### config.mk
export PLATFORM = sky130hd
export DESIGN_NAME = serial_frame_deserializer
export DESIGN_NICKNAME = d
export VERILOG_FILES = /design/src/rtl/serial_frame_deserializer.sv
export SDC_FILE = /design/constraint.sdc
export NUM_CORES = 1
export LEC_CHECK = 0
export ABC_AREA = 1
export CAP_MARGIN = 20
export CORE_UTILIZATION = 45
export CTS_BUF_LIST = sky130_fd_sc_hd__clkbuf_4 sky130_fd_sc_hd__clkbuf_8 sky130_fd_sc_hd__clkbuf_16
export DETAILED_ROUTE_END_ITERATION = 10
export GPL_ROUTABILITY_DRIVEN = 0
export PLACE_DENSITY = 0.69
export REMOVE_ABC_BUFFERS = 1
export SYNTH_ARGS = -nofsm -noshare
export SYNTH_HDL_FRONTEND = slang
export SYNTH_SLANG_ARGS = --single-unit
### constraint.sdc
create_clock -name clk -period 3.9 [get_ports clk]
set_input_delay 0.975 -clock clk [delete_from_list [all_inputs] [get_ports clk]]
set_output_delay 0.975 -clock clk [all_outputs]
set_load 0.05 [all_outputs]
### src/rtl/serial_frame_deserializer.sv
`default_nettype none
// ============================================================================
// Module   : serial_frame_deserializer
// Purpose  : Frames a serial bit stream (start, LSB-first data, optional
//            parity, stop) into words held on a one-entry valid/ready output.
// Revision : 1.0 - initial release
// ============================================================================
module serial_frame_deserializer #(
  parameter int DATA_W     = 8,
  parameter int PARITY_EN  = 1,
  parameter int PARITY_ODD = 0
) (
  input  logic              clk,
  input  logic              reset,
  input  logic              data_in,
  input  logic              bit_en,
  output logic [DATA_W-1:0] data_out,
  output logic              data_valid,
  input  logic              data_ready,
  output logic              parity_err,
  output logic              frame_err,
  output logic              overrun,
  output logic              busy
);

  localparam int             CNT_W      = $clog2(DATA_W);
  localparam logic [CNT_W-1:0] c_last_bit = CNT_W'(DATA_W - 1);
  localparam logic           c_par_en   = (PARITY_EN != 0);
  localparam logic           c_par_odd  = (PARITY_ODD != 0);

  typedef enum logic [1:0] {
    S_IDLE   = 2'd0,
    S_DATA   = 2'd1,
    S_PARITY = 2'd2,
    S_STOP   = 2'd3
  } state_t;

  state_t             r_state;
  state_t             w_state_nxt;
  logic [CNT_W-1:0]   r_bit_cnt;
  logic [DATA_W-1:0]  r_shreg;
  logic               r_perr;
  logic               w_stop_good;
  logic               w_stop_bad;
  logic               w_accept;
  logic               w_load;
  logic               w_drop;

  always_ff @(posedge clk or negedge reset) begin
    if (!reset) begin
      r_state <= S_IDLE;
    end else begin
      r_state <= w_state_nxt;
    end
  end

  always_comb begin
    w_state_nxt = r_state;
    w_stop_good = 1'b0;
    w_stop_bad  = 1'b0;
    if (bit_en) begin
      case (r_state)
        S_IDLE: begin
          if (!data_in) w_state_nxt = S_DATA;
        end
        S_DATA: begin
          if (r_bit_cnt == c_last_bit) w_state_nxt = c_par_en ? S_PARITY : S_STOP;
        end
        S_PARITY: begin
          w_state_nxt = S_STOP;
        end
        S_STOP: begin
          // A low stop bit only aborts the frame; it is never reused as a start bit.
          w_state_nxt = S_IDLE;
          w_stop_good = data_in;
          w_stop_bad  = ~data_in;
        end
        default: w_state_nxt = S_IDLE;
      endcase
    end
  end

  assign w_accept = data_valid & data_ready;
  assign w_load   = w_stop_good & (~data_valid | data_ready);
  assign w_drop   = w_stop_good & data_valid & ~data_ready;

  always_ff @(posedge clk or negedge reset) begin
    if (!reset) begin
      r_bit_cnt <= '0;
      r_shreg   <= '0;
      r_perr    <= 1'b0;
    end else if (bit_en) begin
      case (r_state)
        S_IDLE: begin
          if (!data_in) r_bit_cnt <= '0;
        end
        S_DATA: begin
          r_shreg[r_bit_cnt] <= data_in;
          r_bit_cnt          <= r_bit_cnt + CNT_W'(1);
        end
        S_PARITY: begin
          r_perr <= c_par_en & ((^r_shreg) ^ data_in ^ c_par_odd);
        end
        default: ;
      endcase
    end
  end

  // Handshake and error pulses run every cycle, independent of bit_en.
  always_ff @(posedge clk or negedge reset) begin
    if (!reset) begin
      data_out   <= '0;
      data_valid <= 1'b0;
      parity_err <= 1'b0;
      frame_err  <= 1'b0;
      overrun    <= 1'b0;
    end else begin
      frame_err <= w_stop_bad;
      overrun   <= w_drop;
      if (w_load) begin
        data_out   <= r_shreg;
        parity_err <= r_perr;
        data_valid <= 1'b1;
      end else if (w_accept) begin
        data_valid <= 1'b0;
      end
    end
  end

  assign busy = (r_state != S_IDLE);

endmodule
`default_nettype wire

-- Word level (Yosys, flattened, before mapping)
Cells that the tools add are included.
- logic and storage cells: 51
- output and inout bits: 13
- register bits: 26
- bits of input ports: 5
- muxes and demuxes: 14
- order comparisons: 2
- bitwise operators: 9
- $add $sub $neg: 1
- equality and inequality tests: 6
- reduce and logical (&&, ||, !) cells: 10
- operators by type and width (operator ; number):
    8-bit bitwise mux ; 1
    2-bit one-hot mux with 4 select lines ; 1
    8-bit parity ; 1
    1-bit 2-to-1 mux ; 7
    3-bit one-hot mux with 2 select lines ; 1
    3-bit AND reduction ; 2
    2-bit nonzero test ; 3
    1-bit AND ; 4
    2-bit equality test (second input constant) ; 2
    3-bit by 4-bit less-than comparator with 1-bit output (second input constant) ; 1
    2-bit 2-to-1 mux ; 2
    2-bit inequality test (second input constant) ; 2
    2-bit AND reduction ; 2
    3-bit by 1-bit adder with 3-bit output (second input constant) ; 1
    1-bit demux with 3-bit select ; 1
    3-bit equality test (second input constant) ; 1
    3-bit by 1-bit >= comparator with 1-bit output (second input constant) ; 1
    3-bit 2-to-1 mux ; 1
    1-bit NOT ; 3
    2-bit by 1-bit equality test with 1-bit output (second input constant) ; 1
    2-bit zero test ; 1
    1-bit logical AND ; 1
    1-bit bitwise OR ; 1
    1-bit XOR ; 1

-- Longest topological paths before layout
- depth after elaboration: 5
- gate-level depth with buffers: 9
- mapped depth without buffers: 9

-- Worst setup path after synthesis
No wires, ideal clock.
- path kind: reg-to-output
- start: register r_state[0]
- end: output port busy
- arrival: 0.971 ns
- required time: 2.925 ns
- slack: 1.954 ns
- buffers on the path: 0
- cell stages (with the launch flop): 4
- cells stage by stage: dfrtp_1 inv_1 ha_1 inv_1
- word-level cells in the longest chain between the ends: 1
- RTL lines (item ; RTL line ; text):
    start: declaration ; 38 ; state_t r_state;
    start signal: assignment ; 53 ; r_state <= w_state_nxt;
    2-bit nonzero test ; 130 ; assign busy = (r_state != S_IDLE);
    end: declaration ; 23 ; output logic busy
Every way passes these cells.

-- Worst setup path after layout
Same ends and word-level chain as after synthesis.

==> flow_metrics.py <==
metrics = {
    "pwr": {
        "power_per_cell_area_nw_per_um2": 861,
        "sw_frac_of_total_pct": 47.7,
        "p_clk_share_pct": 10.2,
        "part_of_the_power_in_registers_pct": 36.6,
        "p_comb_share_pct": 53.2,
        "power.leakage_nw": 0.775,
        "power.switching_mw": 0.627,
        "max-vdd-ir-drop_mv": 0.521,
        "p_int_mw": 0.687,
    },
    "flow_run": {
        "max_cap_viol_count": 0,
    },
    "logic_synthesis": {
        "yosysSeqAreaShare_pct": 50.7,
        "yosysUniqueCellTypes": 20,
        "post-synth-top-count-cell": "sky130_fd_sc_hd__nand2_1",
        "yosys_warnings": 0,
        "register_bit_total_from_synthesis": 26,
        "synthDominantAreaCellType": "sky130_fd_sc_hd__dfrtp_1",
        "synth_top_cells_by_area": "sky130_fd_sc_hd__dfrtp_1 51%, sky130_fd_sc_hd__nand2_1 11%, sky130_fd_sc_hd__ha_1 5.8%",
        "mappedNetlistArea_um2": 1280,
        "synth_async_sr_flop_share_pct": 100,
        "synth_area_per_cell_um2": 8.73,
        "ys.flop_type": "sky130_fd_sc_hd__dfrtp_1",
        "synth_common_cells": "38 x sky130_fd_sc_hd__nand2_1, 26 x sky130_fd_sc_hd__dfrtp_1, 20 x sky130_fd_sc_hd__inv_1, 10 x sky130_fd_sc_hd__a21oi_1, 9 x sky130_fd_sc_hd__nand3_1",
        "synth.top_cell.area_share_pct": 50.7,
        "syn_inst": 147,
        "synth_enable_flop_cells": 0,
    },
    "route": {
        "detail_route.wl_per_cell_um": 12.3,
        "antenna_violating_nets_post_route": 0,
        "total_wirelength_um": 2430,
        "first_iter_violations": 21,
        "first_pass_iters": 4,
        "drcViolationCount": 0,
        "viasPerCell": 5.20,
        "route.vias.total": 1029,
    },
    "placement": {
        "portBuffers": 17,
        "hpwl_um": 1870,
        "post-place-ws_ns": 1.33,
        "placed_area_um2": 1490,
    },
    "floorplan": {
        "fp-row-count": 19,
        "dieHeight_um": 55.4,
        "area_of_the_core_um2": 2730,
        "top_level_ports": 18,
        "start_util_pct": 47.0,
        "floorplan.die_area_um2": 3070,
        "chipWidth_um": 55.4,
    },
    "grt": {
        "number_of_antenna_violations_at_the_first_check_in_global_routing": 0,
        "grt_first_pass_wirelength_um": 4240,
        "grt_busiest_layer": "met2",
        "global_route.usage.total_pct": 17.7,
        "use_met3_pct": 2.34,
        "grt_start_max_net_pins": 27,
        "overflow": 0,
        "met1_usage_pct": 21.7,
        "vias_in_the_first_global_route": 988,
        "gr-usage-met2_pct": 29.8,
    },
    "timing": {
        "tightest_slew_ns": 0.506,
        "setup_tns_ns": 0,
        "rsz0062_at_grt": "false",
        "achievable_freq_mhz": 347,
        "timing.final.crit_period_ns": 2.88,
        "finalHoldViolations": 0,
        "timing.final.max_slew_violations": 0,
        "clock_skews_ns": 0.00190,
        "worst_slack_ns": 1.02,
        "timing.max_slew.rel_slack_pct": 66.2,
        "setup_violations": 0,
        "timing.final.crit_share_pct": 73.8,
    },
    "critical_path": {
        "worst-setup-path-type": "flip-flop to output pin",
        "arrival_ns": 1.90,
        "critical_path.startpoint": "r_state[0]",
        "timing.rr.end": "r_shreg[2]",
        "r2r_start": "r_state[1]",
        "worstSetupStartpointType": "flip-flop",
        "critPathCaptureType": "output pin",
        "setup.reg_to_reg.worst_slack_ns": 2.40,
        "worst-path-max-fanout": 4,
        "required_ns": 2.92,
        "rr_worst_depth": 6,
    },
    "final_layout": {
        "share_of_cells_above_drive_strength_1_pct": 7.78,
        "layout.filler_cells": 254,
        "utilization_pct": 55.8,
        "final_design_area_excluding_fillers_um2": 1530,
        "areaGrowthSynthToFinish_pct": 18.9,
        "design.final.nets": 179,
        "antenna-diode-count": 0,
    },
    "cts": {
        "postCtsResizedCells": 0,
        "cts_buffer_depth": 2,
        "cts_tree": "done",
        "clock_insertion_delay_worst_skew_ns": 0.31,
        "worst_setup_hold_path_clk_slew_ns": 0.14,
        "root_buffer": "sky130_fd_sc_hd__clkbuf_4",
        "cts_setup_buffers": 0,
        "cts-hold-fix-buffers": 0,
        "clock_sink_count": 26,
        "htreeDepth": 1,
        "number_of_clock_buffers_inserted_by_tritoncts": 3,
    },
    "worst_hold_path": {
        "hold_end": "data_out[2]",
        "hold_path.class": "flip-flop to flip-flop",
        "holdPathStages": 2,
        "hold_start": "data_out[2]",
    },
    "outcome": {
        "run_status": "finished clean",
    },
}
[power groups by stage]
stage          Sequential, mW  Combinational (mW)  Clock (mW)
2_1_floorplan           0.627               0.360           0
3_3_place_gp            0.480               0.678           0
3_5_place_dp            0.488               0.703           0
4_1_cts                 0.482               0.705       0.139
5_1_grt                 0.497               0.776       0.151
6_report                0.481               0.699       0.134
[cell type report]
type | count | area, um^2 | share of cell area (%)
sequential | 26 | 651 | 42.6
multi-input combinational | 98 | 544 | 35.7
timing repair buffer | 18 | 178 | 11.6
inverter | 21 | 78.8 | 5.16
tap | 31 | 38.8 | 2.54
clock buffer | 4 | 36.3 | 2.38
[flip-flops by register name (all words and copies together), names as in the netlist]
signal and cells:
frame_err 1, r_bit_cnt 3, r_state 2, parity_err 1
data_out 8, r_perr 1, r_shreg 8, data_valid 1
overrun 1
[critical path, stage by stage (launching register included)]
cell                              delay [ns]
sky130_fd_sc_hd__dfrtp_1                0.40
sky130_fd_sc_hd__inv_1                  0.08
sky130_fd_sc_hd__ha_1                   0.25
sky130_fd_sc_hd__inv_1                  0.07
sky130_fd_sc_hd__clkdlybuf4s50_1        0.79
[layer usage]
layer,share of wire [%],up-vias
met3,2.1,8
met2,51,15
met4,2.5,0
met1,44,488
li1,-,518
met5,0,-
[cells by family after synthesis]
group / after synthesis / share of synthesized area [%]
fa+ha+maj: 6 / 5.85
simple gates: 57 / 19.8
buf+inv: 23 / 6.92
xor+xnor: 2 / 1.36
compound gates: 30 / 12.8
mux: 3 / 2.63
flops: 26 / 50.7
[worst max-delay path by stage]
stage / endpoint / cells after the start / slack (ns)
CTS: busy / 4 / 1.00
floorplan: busy / 3 / 1.95
global placement: data_out[7] / 3 / 1.36
finish: busy / 4 / 1.02
detailed placement: data_out[6] / 3 / 1.33
global route: busy / 4 / 0.95
[cells in the final DEF, fill, tap and decap left out]
master	n
sky130_fd_sc_hd__inv_2	1
sky130_fd_sc_hd__inv_1	20
sky130_fd_sc_hd__clkbuf_8	1
sky130_fd_sc_hd__nor4_1	1
sky130_fd_sc_hd__clkbuf_4	3
sky130_fd_sc_hd__o21ai_0	4
sky130_fd_sc_hd__dfrtp_1	26
sky130_fd_sc_hd__nor3_1	2
sky130_fd_sc_hd__xnor2_1	1
sky130_fd_sc_hd__clkdlybuf4s50_1	17
sky130_fd_sc_hd__a21oi_2	1
sky130_fd_sc_hd__nand3_1	9
sky130_fd_sc_hd__xor2_1	1
sky130_fd_sc_hd__a31oi_1	8
sky130_fd_sc_hd__o21ai_1	7
sky130_fd_sc_hd__mux2_2	3
sky130_fd_sc_hd__buf_4	1
sky130_fd_sc_hd__nor2_1	4
sky130_fd_sc_hd__nand4_2	1
sky130_fd_sc_hd__ha_1	6
sky130_fd_sc_hd__nand2_1	38
sky130_fd_sc_hd__nor2_4	2
sky130_fd_sc_hd__a21oi_1	10
[metrics by stage]
step / total power [mW] / instances / hold slack [ns]
floorplan: 0.987 / 145 / 0.445
global placement: 1.16 / 194 / 0.465
detailed placement: 1.19 / 194 / 0.478
CTS: 1.33 / 198 / 0.511
global route: 1.42 / 198 / 0.534
finish: 1.31 / 198 / 0.506
(Power assumes the default switching activity.)
